<file path="config.mk">
export PLATFORM = sky130hd
export DESIGN_NAME = ncl_sum_receiver
export DESIGN_NICKNAME = d
export VERILOG_FILES = /design/src/rtl/ncl_pkg.sv /design/src/rtl/ncl_dr_sync.sv /design/src/rtl/ncl_sum_receiver.sv
export SDC_FILE = /design/constraint.sdc
export NUM_CORES = 1
export LEC_CHECK = 0
export ABC_AREA = 1
export CAP_MARGIN = 20
export CORE_ASPECT_RATIO = 1.25
export CORE_MARGIN = 3
export CORE_UTILIZATION = 56
export DETAILED_ROUTE_END_ITERATION = 10
export PLACE_DENSITY_LB_ADDON = 0.25
export SYNTH_ARGS = -nofsm -noshare
export SYNTH_HDL_FRONTEND = slang
export SYNTH_SLANG_ARGS = --single-unit
</file>
<file path="constraint.sdc">
create_clock -name clk -period 3.3 [get_ports clk]
set_input_delay 0.33 -clock clk [delete_from_list [all_inputs] [get_ports clk]]
set_output_delay 0.33 -clock clk [all_outputs]
set_load 0.02 [all_outputs]
</file>
<file path="src/rtl/ncl_pkg.sv">
// Shared definitions for the NCL counter's dual-rail sum bus:
// code points, receiver state encoding and rail-1 extraction.
package ncl_pkg;

   typedef logic [1:0] dr_t;

   localparam dr_t DR_NULL = 2'b00;
   localparam dr_t DR_0    = 2'b01;
   localparam dr_t DR_1    = 2'b10;
   localparam dr_t DR_ILL  = 2'b11;

   typedef enum logic [1:0] {
      FLUSH     = 2'd0,
      WAIT_DATA = 2'd1,
      WAIT_NULL = 2'd2
   } rx_state_t;

   // Rail 1 is the binary value of a DATA digit; NULL also reads as 0.
   function automatic logic dr_to_bin(input dr_t code);
      return code[1];
   endfunction

endpackage

</file>
<file path="src/rtl/ncl_dr_sync.sv">
// Multi-stage synchronizer for asynchronous dual-rail inputs, plus a
// fill flag that goes high once every stage holds a sample taken after init.
module ncl_dr_sync
   import ncl_pkg::*;
#(
   parameter int WIDTH = 2,
   parameter int DEPTH = 2
) (
   input  logic             clk,
   input  logic             init,
   input  logic [WIDTH-1:0] d,
   output logic [WIDTH-1:0] q,
   output logic             valid
);

   logic [WIDTH-1:0] stage [DEPTH];
   logic [DEPTH-1:0] fill;

   // The fill chain travels alongside the data so the receiver never trusts
   // the reset zeros as a real NULL wavefront.
   always_ff @(posedge clk) begin
      if (init) begin
         for (int i = 0; i < DEPTH; i++) begin
            stage[i] <= '0;
         end
         fill <= '0;
      end else begin
         stage[0] <= d;
         fill[0]  <= 1'b1;
         for (int i = 1; i < DEPTH; i++) begin
            stage[i] <= stage[i-1];
            fill[i]  <= fill[i-1];
         end
      end
   end

   assign q     = stage[DEPTH-1];
   assign valid = fill[DEPTH-1];

endmodule

</file>
<file path="src/rtl/ncl_sum_receiver.sv">
// Synchronous receiver for the NCL counter sum bus: acknowledges DATA/NULL
// wavefronts, captures each DATA value and checks the +1 sequence.
module ncl_sum_receiver
   import ncl_pkg::*;
#(
   parameter int DIGITS      = 32,
   parameter int SYNC_STAGES = 2,
   parameter int CHECK_SEQ   = 1,
   parameter int CNT_W       = 16
) (
   input  logic                clk,
   input  logic                init,
   input  logic [2*DIGITS-1:0] sum_dr,
   output logic [DIGITS-1:0]   ack,
   output logic [DIGITS-1:0]   value,
   output logic                value_valid,
   output logic                seq_err,
   output logic                code_err,
   output logic [CNT_W-1:0]    wavefront_count
);

   logic [2*DIGITS-1:0] sync_q;
   logic                sync_valid;

   rx_state_t           state;
   rx_state_t           state_next;

   logic                all_data;
   logic                all_null;
   logic                any_ill;
   logic [DIGITS-1:0]   rail1;
   logic                ack_bit;
   logic                capture;
   logic                baseline;
   logic [DIGITS-1:0]   value_inc;

   ncl_dr_sync #(
      .WIDTH (2*DIGITS),
      .DEPTH (SYNC_STAGES)
   ) u_sync (
      .clk   (clk),
      .init  (init),
      .d     (sum_dr),
      .q     (sync_q),
      .valid (sync_valid)
   );

   // An illegal 11 digit makes the wavefront neither complete DATA nor complete NULL.
   always_comb begin
      all_data = 1'b1;
      all_null = 1'b1;
      any_ill  = 1'b0;
      rail1    = '0;
      for (int k = 0; k < DIGITS; k++) begin
         rail1[k] = dr_to_bin(sync_q[2*k +: 2]);
         if (sync_q[2*k +: 2] == DR_ILL) begin
            any_ill  = 1'b1;
            all_data = 1'b0;
            all_null = 1'b0;
         end else if (sync_q[2*k +: 2] == DR_NULL) begin
            all_data = 1'b0;
         end else begin
            all_null = 1'b0;
         end
      end
   end

   always_ff @(posedge clk) begin
      if (init) begin
         state <= FLUSH;
      end else begin
         state <= state_next;
      end
   end

   // FLUSH only leaves on a NULL that was sampled after init, so any DATA
   // wavefront in flight at reset is thrown away.
   always_comb begin
      state_next = state;
      case (state)
         FLUSH:     if (sync_valid && all_null) state_next = WAIT_DATA;
         WAIT_DATA: if (all_data)               state_next = WAIT_NULL;
         WAIT_NULL: if (all_null)               state_next = WAIT_DATA;
         default:                               state_next = FLUSH;
      endcase
   end

   always_comb begin
      ack_bit = (state == WAIT_NULL);
      capture = (state == WAIT_DATA) && all_data;
   end

   assign ack       = {DIGITS{ack_bit}};
   assign value_inc = value + {{(DIGITS-1){1'b0}}, 1'b1};

   // The first capture after init only sets the baseline for the +1 check.
   always_ff @(posedge clk) begin
      if (init) begin
         value           <= '0;
         value_valid     <= 1'b0;
         seq_err         <= 1'b0;
         code_err        <= 1'b0;
         wavefront_count <= '0;
         baseline        <= 1'b0;
      end else begin
         value_valid <= capture;
         if (any_ill) begin
            code_err <= 1'b1;
         end
         if (capture) begin
            value           <= rail1;
            wavefront_count <= wavefront_count + {{(CNT_W-1){1'b0}}, 1'b1};
            baseline        <= 1'b1;
            if ((CHECK_SEQ != 0) && baseline && (rail1 != value_inc)) begin
               seq_err <= 1'b1;
            end
         end
      end
   end

endmodule
</file>
## Yosys cells after proc, flatten, opt, wreduce, memory -nomap -nowiden

Memories as Yosys holds them, arrays and structs flattened.
Cells that the tools add are included.

| cells by class | value |
|---|---|
| order comparisons | 0 |
| mux-type cells | 170 |
| bitwise operators | 2 |
| $add $sub $neg | 2 |
| div/mod/pow operators | 0 |
| equality and inequality tests | 38 |
| reductions and logical operators | 38 |
| shift operators | 0 |
| $mul | 0 |

Operator list:

| kind | count |
|---|---|
| $mux W1 | 164 |
| $mux W64 | 2 |
| $eq A2 B2 Y1 const B | 33 |
| $logic_not A2 Y1 | 33 |
| $add A32 B1 Y32 const B | 1 |
| $ne A32 B32 Y1 | 1 |
| $add A16 B1 Y16 const B | 1 |
| $mux W2 | 3 |
| $ne A2 B2 Y1 const B | 3 |
| $pmux W2 S3 | 1 |
| $logic_and A1 B1 Y1 | 3 |
| $reduce_and A3 Y1 | 1 |
| $eq A2 B1 Y1 const B | 1 |
| $or A1 B1 Y1 | 2 |
| $reduce_and A2 Y1 | 1 |

| storage, ports and cells | value |
|---|---|
| bits of input ports | 66 |
| latch bits | 0 |
| ROM bits | 0 |
| output and inout port bits | 83 |
| memories | 1 |
| bits in writable memories | 128 |
| bits in registers | 56 |

Memory list:

| name | words | bits a word | read ports | clocked after Yosys merged registers in | write ports | line | source |
|---|---|---|---|---|---|---|---|
| u_sync.stage | 2 | 64 | 2 | 0 | 2 | ncl_dr_sync.sv:16 | `logic [WIDTH-1:0] stage [DEPTH];` |

## Longest topological paths before layout

Gate-level depths: netlist of run 1.
An unclocked memory read counts as a cell.

| depth | value |
|---|---|
| depth after elaboration | 69 |
| mapped depth | 16 |
| gate-level depth less buffers | 16 |

## Cells and area by module

Synthesis of run 1 repeated with hierarchy kept, for this count alone.

| unflattened totals | value |
|---|---|
| cell total of the unflattened synthesis | 1,253 |
| area, all modules | 8,829.7 um^2 |

By module, submodules not included:

| module | area an instance (um^2) | instances | cells an instance | seq. area each (um^2) |
|---|---|---|---|---|
| ncl_sum_receiver | 4,639.4 | 1 | 786 | 1,081.0 |
| ncl_dr_sync | 4,190.3 | 1 | 467 | 2,602.5 |

## Least setup slack after synthesis of run 1

Ideal clock, no wire load.

| timing path | value |
|---|---|
| path kind | reg2out |
| start point | reg state[1] |
| end point | out ack[0] |
| slack | 1.245 ns |
| data arrival time | 1.725 ns |
| required time | 2.970 ns |
| stages on the path, launching flop included | 4 |
| cells stage by stage | dfxtp_1 -> inv_1 -> nor2_1 -> buf_4 |

| on the way | value |
|---|---|
| word-level cells in the longest chain between the ends | 1 |

Ends and longest elaborated chain:

| element | line | source |
|---|---|---|
| start: declaration | ncl_sum_receiver.sv:25 | `rx_state_t state;` |
| start signal: assignment | ncl_sum_receiver.sv:72 | `state <= state_next;` |
| $eq A2 B2 Y1 | ncl_sum_receiver.sv:89 | `ack_bit = (state == WAIT_NULL);` |
| end: declaration | ncl_sum_receiver.sv:14 | `output logic [DIGITS-1:0] ack,` |

No other way between the ends.

==> results of run 1 <==
[metrics by stage]
step	hold WS, ns	instances	cell area, um^2	total power [uW]	util, %
finish	0.315	1431	10000	4650	72.1
global route	0.334	1431	10000	4800	72.1
CTS	0.316	1431	10000	4680	72.1
detailed placement	0.392	1399	9430	2690	67.7
global placement	0.391	1399	9430	2690	67.7
floorplan	0.388	1128	8050	2550	-
[per-layer routing]
metal / vias up / global-route usage, % / wire, um
li1: 3591 / - / -
met1: 3077 / 30.5 / 8240
met2: 253 / 42.8 / 9240
met3: 53 / 4.02 / 1230
met4: 0 / 11.5 / 777
met5: - / 0 / 0
[state kept, by name, indices dropped and copies added (netlist names)]
| register | count |
|---|---|
| wavefront_count | 16 |
| value_valid | 1 |
| baseline | 1 |
| value | 32 |
| state | 2 |
| u_sync.stage | 128 |
| u_sync.fill | 2 |
| code_err | 1 |
| seq_err | 1 |
[worst max-delay path, cell delays in order, from the launching register on]
cell and delay [ns]:
dfxtp_1 0.43, inv_1 0.10, ha_1 0.31, nand4_1 0.09, nor2_1 0.12, nand3_1 0.09
nor2_2 0.17, nand3_2 0.08, buf_4 0.23, inv_2 0.08, buf_4 0.37, o21ai_0 0.17
a21oi_1 0.16
[worst min path at each step]
stage / end / startpoint / slack, ns
after floorplan: u_sync.fill[1] / u_sync.fill[0] / 0.39
after global placement: u_sync.stage[0][112] / u_sync.stage[0][48] / 0.39
after detailed placement: u_sync.stage[0][66] / u_sync.stage[0][2] / 0.39
after CTS: u_sync.stage[0][11] / init / 0.32
after global routing: u_sync.stage[0][34] / init / 0.33
final: u_sync.stage[0][11] / init / 0.31
[area by class of cell]
| cell class | instances | area, um^2 | share of cell area, % |
|---|---|---|---|
| Sequential cell | 184 | 3680 | 36.7 |
| Inverter | 210 | 788 | 7.85 |
| Clock inverter | 15 | 181 | 1.81 |
| Tap cell | 175 | 219 | 2.18 |
| Multi-Input combinational cell | 675 | 3210 | 32.0 |
| Clock buffer | 17 | 425 | 4.24 |
| Timing Repair Buffer | 155 | 1530 | 15.3 |
[layout by cell type (no fill, tap or decap), types with 3 or more instances in the layout]
cell type          n
nor2_1           237
inv_1            206
nand2_1          194
dfxtp_1          184
clkdlybuf4s50_1  147
o21ai_0           35
nand3_1           32
a21oi_1           32
nand4_1           26
xor2_1            19
or2_2             17
clkbuf_16         17
xnor2_1           15
o21ai_1            9
nor4_1             9
nor2_2             8
buf_4              8
o21bai_1           6
clkinv_8           6
nand3b_1           5
nor2_4             4
ha_1               4
inv_6              4
inv_2              3
nor3_1             3
nand4_2            3
[power groups by stage]
stage | clock network, uW | logic [uW] | registers, uW
finish | 2010 | 304 | 2340
global route | 2110 | 343 | 2350
CTS | 2030 | 306 | 2340
detailed placement | 0 | 303 | 2390
global placement | 0 | 300 | 2390
floorplan | 0 | 177 | 2370
[cell families after synthesis]
family,count (synthesis),synth area share (%)
AND/OR/NAND/NOR,552,30.0
adder cells (fa/ha/maj),4,0.622
AO/OA/AOI/OAI,85,5.57
flip-flops,184,45.8
XOR/XNOR,34,3.70
buffers and inverters,269,14.4
==> results.toml, run 1 <==
[status]
status = "finished clean"

[floorplan]
ios = 149
die_w_um = 113
core_mm2 = 0.0139
dieArea_mm2 = 0.0159
die_h_um = 140
rows = 48
initial_core_util_pct = 57.7

[synth]
netlist_area_mm2 = 0.00805
synth.avg_cell_area_um2 = 7.13
yosys.cell_count.top_type = "nor2_1"
synth_top_cell_by_area = "dfxtp_1"
synth_edf_count = 0
synth_top_area_share_pct = 45.8
async_flop_share_pct = 0
ys_ff_latch = 184
ys_warn_count = 0
ys.flop_type = "dfxtp_1"
ys_types = 40
seq_area_frac_synth_pct = 45.8
synth_nets = 1198
ys_top_cells_by_count = "238 x nor2_1, 206 x inv_1, 194 x nand2_1"
syn_inst = 1128
synthTopCellsByArea = "dfxtp_1 46%, nor2_1 11%, inv_1 9.6%"

[worst_setup_path]
r2r_end = "value[11]"
r2r_cells = 12
reg2reg_slack_ns = 0.81
cp-endpoint = "value[11]"
critPathRequiredTime_ns = 3.66
worstPathMaxFanout = 47
cp.arrival_ns = 2.85
crit_start = "u_sync.stage[0][65]"
r2r_start = "u_sync.stage[0][65]"
criticalPathCategory = "reg2reg"
crit_path_end_kind = "flip-flop"
cp-start-kind = "flip-flop"

[clocking]
clock_path_buffers = 2
cts.sinks = 184
cts_max_level = 4
post_cts_resize_count = 0
cts_tree = "yes"
post_cts_buffers = 0
numCtsBuffers = 17
root_buffer = "clkbuf_16"
path_clk_slew_ns = 0.08
insertion_delay_ns = 0.43
postCtsHoldBufs = 0

[drt]
dr_total_vias = 6974
drt_iter0_markers = 435
wl_um = 19500
detail_route.wl_per_cell_um = 13.6
firstDrtPassIters = 5
ant_nets = 0
drcViolationCount = 0
viasPerCell = 4.87

[global_routing]
grt_usage_pct = 24.9
grt_pass1_vias = 6461
grt_first_pass_wirelength_um = 31400
overflow = 0
grt_max_degree = 50
antenna_found_initial = 0

[sta]
hold_viol = 0
fin_crit_sh_pct = 75.4
maxSlewHeadroom_pct = 68.8
worst_slew_pin_slew_ns = 0.468
fin_ws_ns = 0.811
final.setup.tns_ns = 0
fin_crit_ns = 2.49
grt_setup_unrepaired = "false"
fin_skew_ns = 0.0123
setup_viol = 0
slew_violations = 0
fmax_ghz = 0.402

[place]
gp_congestion = 0.952
port_buffers = 148
pre_cts_slack_ns = 0.914
dp.final_hpwl_um = 14900

[power_and_ir_drop]
vdd.ir_drop.worst_mv = 0.421
pwr-share-comb_pct = 6.5
power_density_mw_per_mm2 = 463
clkPwrFrac_pct = 43.2
p_int_uw = 3470
switching_share_pct = 25.5
p_leak_uw = 0.00452
pwr-share-seq_pct = 50.3
switchingPower_uw = 1180

[min_path]
min_path_cells = 2
min_path_type = "in2reg"

[final_layout]
num_antenna_cells = 0
fin_nets = 1313
area_growth_pct = 24.8
fillers = 1151
drive_gt1_share_pct = 6.61

[run]
drv_cap = 0
Power figures use the tool's default switching activity.
==> run 2: changes to the inputs <==
--- a/config.mk
+++ b/config.mk
@@ -9,7 +9,7 @@
 export CAP_MARGIN = 20
 export CORE_ASPECT_RATIO = 1.25
 export CORE_MARGIN = 3
-export CORE_UTILIZATION = 56
+export CORE_UTILIZATION = 47
 export DETAILED_ROUTE_END_ITERATION = 10
 export PLACE_DENSITY_LB_ADDON = 0.25
 export SYNTH_ARGS = -nofsm -noshare
==> constraint.sdc (replaced) <==
create_clock -name clk -period 2.17 [get_ports clk]
set_input_delay 0.217 -clock clk [delete_from_list [all_inputs] [get_ports clk]]
set_output_delay 0.217 -clock clk [all_outputs]
set_load 0.02 [all_outputs]
==> run 2 against run 1 <==
Sequential share of layout area decreased by 1.1 points. Non-clock buffer count increased by 17. Die area increased by 18%. Combinational power increased by 61%. Total power increased by 52%.
==> results.toml, run 2 (same netlist as run 1, synthesis figures left out) <==
[final_layout]
area_growth_pct = 29.1
reg.largest.list = "u_sync.stage (128), value (32), wavefront_count (16)"
fin_nets = 1330
layout_commonest_cell = "nor2_1"
regMostFlops = "u_sync.stage"
drive_gt1_share_pct = 8.72
largest_reg_flops = 128
fillers = 1442
num_antenna_cells = 0
final_cells = 1489
final_cell_mix = "233 x nor2_1, 206 x inv_1, 193 x nand2_1, 179 x dfxtp_1, 127 x clkdlybuf4s50_1"

[power_and_ir_drop]
vdd.ir_drop.worst_mv = 0.587
p_leak_uw = 0.00498
power_density_mw_per_mm2 = 682

[drt]
wl_met3_um = 1120
highest_layer = "met4"
viasPerCell = 4.70
detail_route.wl_per_cell_um = 13.3
firstDrtPassIters = 7
drt_iter0_markers = 417
ant_nets = 0
dr_total_vias = 7000
wl_um = 19800
routed-wl-met2_um = 9530
drcViolationCount = 0
met1_length_um = 8670

[clocking]
clock_path_buffers = 2
cts_max_level = 4
cts_tree = "yes"
insertion_delay_ns = 0.42
numCtsBuffers = 17
root_buffer = "clkbuf_16"
cts.sinks = 184
path_clk_slew_ns = 0.07

[place]
gp_congestion = 0.903
dp.final_hpwl_um = 15500
post-place-cells = 1453
port_buffers = 148

[worst_setup_path]
path_common_cell = "nand2_1"
r2r_start = "value[0]"
crit_buf_inv = 0
slowest_stage = "dfxtp_1"
crit_chain = "ha_1 > nand2_1 > nor2_4 > nand3_1 > o21bai_1 > nand2_1 > nor2_1 > nand2_1 > nor2_1 > nand2_1 > nor2_2 > nand3_1 > nand2_1 > a21oi_1"
r2r_end = "seq_err"
r2r_cells = 14
cp.arrival_ns = 2.40
crit_path_end_kind = "flip-flop"
cpPeakStageDelay_ns = 0.34
criticalPathCategory = "reg2reg"
worstPathMaxFanout = 7
critPathRequiredTime_ns = 2.47
reg2reg_slack_ns = 0.07
cp-start-kind = "flip-flop"
critPathTopFamily = "simple AND/OR/NAND/NOR gates"

[min_path]
min_path_type = "in2reg"
whs_endpoint = "u_sync.stage[0][33]"
min_path_cells = 2
hold_start = "init"

[sta]
fmax_ghz = 0.476
whs_ns = 0.171
hold_viol = 0
grt_setup_unrepaired = "true"
worst_slew_pin_slew_ns = 0.552
fin_skew_ns = 0.0139
fin_crit_sh_pct = 96.8
final.setup.tns_ns = 0
maxSlewHeadroom_pct = 63.1
slew_violations = 0
fin_crit_ns = 2.10
setup_viol = 0

[floorplan]
core_mm2 = 0.0165
ios = 149
die_w_um = 123
die_h_um = 152
dieArea_mm2 = 0.0187
initial_core_util_pct = 48.9
rows = 52

[global_routing]
overflow = 0
grt_first_pass_wirelength_um = 30900
antenna_found_initial = 0
grt_pass1_vias = 6368
grt_usage_pct = 21.0
grt_max_degree = 101

[status]
status = "finished clean"

[run]
drv_cap = 0
run 2: final cells by class:
cell class / instances / area (um^2) / area share (%)
Clock buffer: 19 / 443 / 4.26
Clock inverter: 13 / 155 / 1.49
Inverter: 210 / 788 / 7.59
Multi-Input combinational cell: 675 / 3290 / 31.7
Sequential cell: 184 / 3690 / 35.6
Tap cell: 216 / 270 / 2.60
Timing Repair Buffer: 172 / 1750 / 16.8
run 2: worst max path at each step:
stage               cells after the start       to  startpoint  slack [ns]
finish                                 14  seq_err    value[0]        0.07
global route                           14  seq_err    value[0]       -0.08
CTS                                     4  ack[11]    state[1]     0.00007
global placement                       15  seq_err    value[5]        0.01
floorplan                              16  seq_err    value[0]        0.21
detailed placement                     16  seq_err    value[0]       0.007
run 2: metal layers:
metal / GRT usage, % / vias to the layer above
li1: - / 3635
met5: 0 / -
met4: 6.97 / 0
met2: 35.0 / 213
met1: 27.1 / 3124
met3: 3.97 / 28
run 2: per-stage QoR:
stage                     worst slack, ns  total power (uW)  utilization, %  area [um^2]
final                              0.0690              7080            63.1        10400
after global routing              -0.0825              7350            63.1        10400
after CTS                       0.0000739              7140            62.1        10200
after detailed placement          0.00675              4110            58.4         9620
after global placement             0.0144              4100            58.4         9620
after floorplan                     0.208              3880               -         8050
run 2: where the power goes:
part | internal, uW | total (uW) | leakage (uW) | switching [uW]
Combinational | 241 | 488 | 0.00319 | 247
Clock | 1670 | 3040 | 0.000280 | 1370
Sequential | 3490 | 3560 | 0.00151 | 65.8
run 2: timing repair:
action,4_1_cts,5_1_grt
setup buffers,0,4
hold endpoints to repair,0,0
resized for setup,2,43
pin swaps,0,7
setup endpoints to repair,7,71
hold buffers,0,0
==> run 3: changes to the inputs <==
--- a/config.mk
+++ b/config.mk
@@ -7,7 +7,6 @@
 export LEC_CHECK = 0
 export ABC_AREA = 1
 export CAP_MARGIN = 20
-export CORE_ASPECT_RATIO = 1.25
 export CORE_MARGIN = 3
 export CORE_UTILIZATION = 47
 export DETAILED_ROUTE_END_ITERATION = 10
==> run 3 against run 2 <==
Cell area rose by 0.47%. Total power fell by 0.50%. Highest routed layer unchanged. Largest cell class unchanged. First-iteration DRC count fell by 8.2%. Critical endpoint is now ack[29]. Sequential share of layout area fell by 0.058 points. Clock power barely moved. Flip-flop and latch count did not move. Die area barely moved. Worst hold slack got worse by 0.061 ns.
==> results.toml, run 3 (same netlist as run 1, synthesis figures left out) <==
[power_and_ir_drop]
switchingPower_uw = 1640
clkPwrFrac_pct = 42.7
p_int_uw = 5410
pwr-share-seq_pct = 50.4
p_leak_uw = 0.00507
vdd.ir_drop.worst_mv = 0.542
power_density_mw_per_mm2 = 675
pwr-share-comb_pct = 6.9
switching_share_pct = 23.3

[worst_setup_path]
crit_path_end_kind = "primary output"
crit_start = "state[1]"
r2r_start = "u_sync.stage[0][105]"
cp.arrival_ns = 1.86
worstSetupPathDepth = 4
critPathTopFamily = "buffers and inverters"
criticalPathCategory = "reg2out"
crit_chain = "inv_1 > nor2_2 > buf_6 > clkdlybuf4s50_1"
cp-start-kind = "flip-flop"
r2r_cells = 10
critPathRequiredTime_ns = 1.95
reg2reg_slack_ns = 0.10
worstPathMaxFanout = 32
slowest_stage = "clkdlybuf4s50_1"
r2r_end = "wavefront_count[11]"
cp-endpoint = "ack[29]"
cpPeakStageDelay_ns = 0.63
crit_buf_inv = 3

[clocking]
cts_max_level = 4
numCtsBuffers = 17
cts.sinks = 184
root_buffer = "clkbuf_16"
postCtsHoldBufs = 0
cts_tree = "yes"
insertion_delay_ns = 0.43
path_clk_slew_ns = 0.07
clock_path_buffers = 2

[floorplan]
dieArea_mm2 = 0.0187
ios = 149
die_w_um = 137
die_h_um = 137
core_mm2 = 0.0166
initial_core_util_pct = 48.3
rows = 47

[sta]
maxSlewHeadroom_pct = 66.6
whs_ns = 0.110
fin_crit_ns = 2.08
hold_viol = 0
slew_violations = 0
worst_slew_pin_slew_ns = 0.499
fin_crit_sh_pct = 95.9
fmax_ghz = 0.481
grt_setup_unrepaired = "true"
fin_skew_ns = 0.0154
setup_viol = 0

[place]
gp_congestion = 0.960
dp.final_hpwl_um = 14900
placed_cell_area_mm2 = 0.00962
port_buffers = 148

[drt]
viasPerCell = 4.70
dr_total_vias = 7019
detail_route.wl_per_cell_um = 13.0
ant_nets = 0
drcViolationCount = 0
drt_iter0_markers = 383
wl_um = 19400
firstDrtPassIters = 5

[global_routing]
grt_first_pass_wirelength_um = 30300
overflow = 0
grt_pass1_vias = 6234
grt.busiest_layer = "met2"
met1_usage_pct = 28.3
met3_usage_pct = 3.86
antenna_found_initial = 0
grt_max_degree = 81
grt_usage_pct = 20.8
grt.met2_usage_pct = 33.2

[final_layout]
layout_commonest_cell = "nor2_1"
drive_gt1_share_pct = 10.4
num_antenna_cells = 0
largest_reg_flops = 128
fin_area_mm2 = 0.0104
area_growth_pct = 29.7
fin_nets = 1330
reg.largest.list = "u_sync.stage (128), value (32), wavefront_count (16)"
fillers = 1534
final_cell_mix = "231 x nor2_1, 205 x inv_1, 191 x nand2_1, 166 x dfxtp_1, 120 x clkdlybuf4s50_1"
regMostFlops = "u_sync.stage"

[min_path]
min_path_type = "in2reg"

[run]
drv_cap = 0

[status]
status = "finished clean"
[run 3: cell count changes in the layout (fill, tap and decap cells not counted), moves of 6 or more]
cell,delta
dfxtp_2,+15
dlygate4sd2_1,+6
clkdlybuf4s50_1,-7
dfxtp_1,-13
[run 3: per-stage QoR]
step | setup TNS, ns | setup slack, ns | power (uW) | cells | utilization, %
finish | 0 | 0.0898 | 7050 | 1493 | 62.7
global route | -0.257 | -0.0416 | 7330 | 1493 | 62.7
CTS | 0 | 0.00115 | 7100 | 1490 | 61.3
detailed placement | 0 | 0.0676 | 4110 | 1458 | 57.8
global placement | 0 | 0.0628 | 4110 | 1458 | 57.8
floorplan | 0 | 0.208 | 3880 | 1128 | -
[run 3: worst min path at each step]
stage,start,endpoint,slack [ns],depth (start not counted)
after floorplan,sum_dr[0],u_sync.stage[0][0],0.32,2
after global placement,u_sync.fill[0],u_sync.fill[1],0.39,2
after detailed placement,u_sync.stage[0][11],u_sync.stage[0][75],0.39,2
after CTS,init,u_sync.stage[0][0],0.1,2
after global routing,init,u_sync.stage[0][3],0.11,2
final,init,u_sync.stage[0][0],0.11,2
[run 3: cell type report]
class	instances	area [um^2]	share of cell area (%)
multi-input combinational	675	3330	31.9
clock inverter	13	134	1.28
tap	220	275	2.64
inverter	210	793	7.60
timing repair buffer	172	1750	16.7
sequential	184	3710	35.5
clock buffer	19	453	4.34
[run 3: power by group through the flow]
stage / logic (uW) / registers [uW] / clock network, uW
after floorplan: 268 / 3610 / 0
after global placement: 478 / 3630 / 0
after detailed placement: 481 / 3630 / 0
after CTS: 484 / 3550 / 3060
after global routing: 547 / 3560 / 3220
final: 486 / 3550 / 3010
[run 3: metal layers]
layer	up-vias	share of wire [%]
li1	3636	-
met5	-	0
met4	0	1.9
met3	28	7.2
met2	242	45
met1	3113	46
[run 3: repair_timing]
item                                    in CTS  in global routing
endpoints found under the setup margin      33                 55
pin swaps                                    0                 16
buffers inserted                             0                  3
gates resized for setup                     10                 67
[run 3: worst register-to-register path, stage by stage (launching register included)]
cell and delay (ns):
dfxtp_1 0.33, nand2_1 0.06, nand2_1 0.08, nor2_1 0.11, nand4_1 0.24, nor3_4 0.39, nand4_2 0.22, nor2_4 0.23
nand3_1 0.12, o21ai_1 0.14, nor2_1 0.06
==> edit 1: new RTL, settings of run 2 <==
Encoding of `rx_state_t`: now one-hot (3 bits for 3 states).
--- a/src/rtl/ncl_pkg.sv
+++ b/src/rtl/ncl_pkg.sv
@@ -9,10 +9,10 @@
    localparam dr_t DR_1    = 2'b10;
    localparam dr_t DR_ILL  = 2'b11;
 
-   typedef enum logic [1:0] {
-      FLUSH     = 2'd0,
-      WAIT_DATA = 2'd1,
-      WAIT_NULL = 2'd2
+   typedef enum logic [2:0] {
+      FLUSH     = 3'b001,
+      WAIT_DATA = 3'b010,
+      WAIT_NULL = 3'b100
    } rx_state_t;
 
    // Rail 1 is the binary value of a DATA digit; NULL also reads as 0.
Behaviour: same outputs for any inputs over 10 cycles, from zero or initial values; not proved beyond that.
==> edit 1 against run 2 <==
- global-route usage grew 0.34 points
- wire length up 2.0%
- highest routed layer unchanged
- design area increased by 0.45%
- critical path type unchanged
- critical path depth grew 1
- largest cell class unchanged
- utilization is 1.6 points lower
- count of clock-buffer cells in the layout rose by 2
- setup slack improved by 79 ps
- total power up 1.3%
- synthesized area increased by 1.9%
- synthesized cell count increased by 3.7%
- sequential cell count increased by 1
==> edit 1: results (changes against run 2) <==
[drt]
dr.pass1.iters = 5  ; -2
vias = 7190  ; +2.7%
drtIter0Drc = 482  ; +16%
wl_per_cell_microns = 13.23  ; -0.37%

[logic_synthesis]
yosys.cell_types.count = 37  ; -7.5%
syn_nets = 1240  ; +3.5%
synth.avg_cell_area_sq_um = 7.011  ; -1.7%
synthTopCellsByArea = dfxtp_1 45%, nor2_1 11%, inv_1 9.6%
seq_area_frac_synth = 0.4515  ; -0.006288
ys_warn_count = 0  ; unchanged
synth_common_cells = 247 x nor2_1, 209 x inv_1, 206 x nand2_1

[sta]
worstMarginPinSlew_ps = 575.5  ; +23.50 ps
fin_skew_ps = 11.08  ; -2.834 ps

[status]
outcome = finished clean

[layout]
top_regs = u_sync.stage (128), value (32), wavefront_count (16)
layoutNonFillerInstCount = 1525  ; +2.4%
drive_above_1_share = 0.08429  ; -0.002904
layout.nets = 1363  ; +2.5%
n_antenna_cell = 0  ; unchanged

[power_and_ir_drop]
ir_worst_vdd_mv = 0.4837  ; -18%
p_leak_nw = 5.229  ; +5.0%

[worst_setup_path]
start_kind = flip-flop
cp-startpoint = value[2]
path_max_fanout = 7  ; unchanged

[hold_path]
min_from = sum_dr[11]
hp-class = primary input to flip-flop

[place]
gp_congestion = 0.9149  ; +1.3%
dpl_worst_slack_ps = 88.51  ; +81.76 ps
port_buffers = 148  ; unchanged
detailed_place_hpwl_microns = 15450  ; about the same
placed_cell_area_sq_um = 9728  ; +1.1%

[global_routing]
grt_pass1_vias = 6472  ; +1.6%
grt_usage = 0.2131  ; +0.003429
grt_max_degree = 138  ; +37%
grt_pass1_wl_microns = 31890  ; +3.1%

[clock_network]
cts_root_buf = clkbuf_16
holdBufCountCts = 0  ; unchanged
cts_buffers = 17  ; unchanged

edit 1: layer usage:
layer | track usage | vias to the layer above | wire, microns
li1 | - | 3759 | -
met1 | 0.2629 | 3167 | 8415
met2 | 0.3662 | 237 | 9975
met3 | 0.03753 | 27 | 1328
met4 | 0.08142 | 0 | 455
met5 | 0 | - | 0
edit 1: layout make-up:
class / instances / area, sq um
Fill cell: 1625 / 6544
Sequential cell: 185 / 3706
Multi-Input combinational cell: 714 / 3397
Timing Repair Buffer: 163 / 1700
Inverter: 212 / 795.8
Clock buffer: 21 / 470.5
Tap cell: 220 / 275.3
Clock inverter: 10 / 87.58
edit 1: report_power, final:
group	internal, mW	switching [mW]
logic	0.314	0.362
clock network	1.58	1.31
registers	3.53	0.0801
total	5.42	1.75
edit 1: kinds of logic after synthesis:
group / share of synthesized area
AOI/OAI and AO/OA: 0.05613
xor gates and xnor gates: 0.02623
adders and majority gates: 0.006102
buffers and inverters: 0.1405
DFF: 0.4515
and+or+nand+nor: 0.3196
edit 1: final timing paths:
kind                                             to  slack (ps)  depth (start not counted)
worst max-delay path                        seq_err         150                         15
worst min-delay path            u_sync.stage[0][11]         300                          3
worst min register to register  u_sync.stage[0][71]         400                          2
worst max register to register              seq_err         150                         15
edit 1: timing repair:
item / CTS / global route
buffers inserted: 0 / 2
resized for setup: 1 / 47
endpoints found under the hold margin: 0 / 0
setup endpoints to repair: 32 / 36
pin swaps: 0 / 3
edit 1: worst max-delay path, stage by stage, from the launching register on:
cell,delay (ps)
dfxtp_1,480
nand2_2,110
nor2_4,200
nand2_2,150
nor2_4,220
nand2_1,70
nand2_1,90
nand2_1,60
nand2_1,50
nand2_1,60
nor2_1,80
nand2_1,60
nor2_1,90
nand2_1,60
nand2_1,60
a21oi_1,50
==> edit 2: new RTL, settings of run 2 <==
Without the edit above. Set the parameter `SYNC_STAGES` to 4 (it was 2).
--- a/src/rtl/ncl_sum_receiver.sv
+++ b/src/rtl/ncl_sum_receiver.sv
@@ -4,7 +4,7 @@
    import ncl_pkg::*;
 #(
    parameter int DIGITS      = 32,
-   parameter int SYNC_STAGES = 2,
+   parameter int SYNC_STAGES = 4,
    parameter int CHECK_SEQ   = 1,
    parameter int CNT_W       = 16
 ) (
Function: changed (Yosys sat finds a counterexample within 4 cycles, from zero or initial values).
==> edit 2 against run 2 <==
- wire length up 30%
- total power up 62%
- count of clock-buffer cells in the layout up 20
- setup slack better by 40 ps
- synthesized area up 48%
- design area up 43%
- sequential share of layout area up 7.0 points
- utilization down 3.1 points
- fmax up 1.9%
- sequential cell count up 130
- largest power group unchanged
==> edit 2: results (changes against run 2) <==
[clock_network]
cts_buffers = 29  ; +12
cts.sinks = 314  ; +71%

[worst_setup_path]
cp.arrival_ps = 2500  ; +100 ps

[layout]
fillers = 2237  ; +55%
top_regs = u_sync.stage (256), value (32), wavefront_count (16)
nClkBuffers = 39  ; +20
syn_to_final_growth_pct = 24.58
clkCellAreaFrac = 0.06467  ; +0.007088
multi_input_area_share = 0.2627  ; -0.05386
drive_above_1_share = 0.09192  ; +0.004726
sh_seq_area = 0.4253  ; +0.06956
layout.nets = 1844  ; +39%
layout.comb_gates.multi_input = 855  ; +27%

[global_routing]
grt_pass1_vias = 8612  ; +35%
grt_max_degree = 90  ; -11%
grt_usage = 0.1849  ; -0.02480

[sta]
slew-limit-headroom = 0.6909  ; +0.06019

[place]
gp_congestion = 0.9554  ; +5.8%
detailed_place_hpwl_microns = 19310  ; +25%
dpl.cell_count = 2068  ; +42%

[logic_synthesis]
seq_area_frac_synth = 0.5277  ; +0.06995
synthTopCellsByArea = dfxtp_1 53%, nor2_1 13%, inv_1 12%
yosys.cell_types.count = 37  ; -7.5%

[drt]
wl_microns = 25680  ; +30%
drtIter0Drc = 445  ; +6.7%
wl_per_cell_microns = 12.09  ; -9.0%
via_per_inst = 4.397  ; -6.5%
dr.pass1.iters = 5  ; -2

[status]
outcome = finished clean

[power_and_ir_drop]
ir_worst_vdd_mv = 0.5299  ; -9.7%

edit 2: changes by cell type after synthesis, sizes merged, moves of 7 or more:
cell	delta
nand2	+19
nand3	+14
nor3	+14
clkbuf	+20
or2	-19
buf	-7
nor2	+170
inv	+170
dfxtp	+130
edit 2: path summary, 6_finish.rpt:
check	slack [ps]	end	start	depth (start not counted)
worst min register to register	390	u_sync.stage[3][0]	u_sync.stage[2][0]	2
worst max register to register	110	wavefront_count[12]	u_sync.stage[3][1]	13
worst max-delay path	110	wavefront_count[12]	u_sync.stage[3][1]	13
worst min-delay path	30	u_sync.stage[0][3]	init	2
edit 2: cells by family after synthesis:
kind of cell             count (synthesis)  share of synthesized area
AND/OR/NAND/NOR                        739                     0.2561
buffers and inverters                  453                     0.1549
flip-flops                             314                     0.5277
AO/OA/AOI/OAI                           86                    0.03792
XOR/XNOR                                26                    0.01912
adder cells (fa/ha/maj)                  4                   0.004202
edit 2: critical path, delay by kind of cell, from the launching register on:
family                   cells  cell delay [ps]
AO/OA/AOI/OAI                1              150
flip-flops                   1              340
AND/OR/NAND/NOR             10             1150
adder cells (fa/ha/maj)      1              270
buffers and inverters        1               50
edit 2: power by group through the flow:
stage / Clock, mW / Sequential (mW) / Combinational, mW
finish: 5.04 / 5.99 / 0.466
global route: 5.37 / 6.00 / 0.540
CTS: 5.15 / 5.99 / 0.471
detailed placement: 0 / 6.12 / 0.468
global placement: 0 / 6.11 / 0.463
floorplan: 0 / 6.10 / 0.274
edit 2: routing by layer:
metal	GRT usage	vias to the layer above	wire, microns
li1	-	4997	-
met5	0	-	0
met3	0.02170	54	1231
met4	0.06543	0	893
met2	0.3304	233	12290
met1	0.2307	4059	11270
edit 2: what timing repair did:
action,CTS,global route
setup endpoints to repair,35,43
setup buffers,0,5
gates resized for setup,35,55
pin swaps,1,11
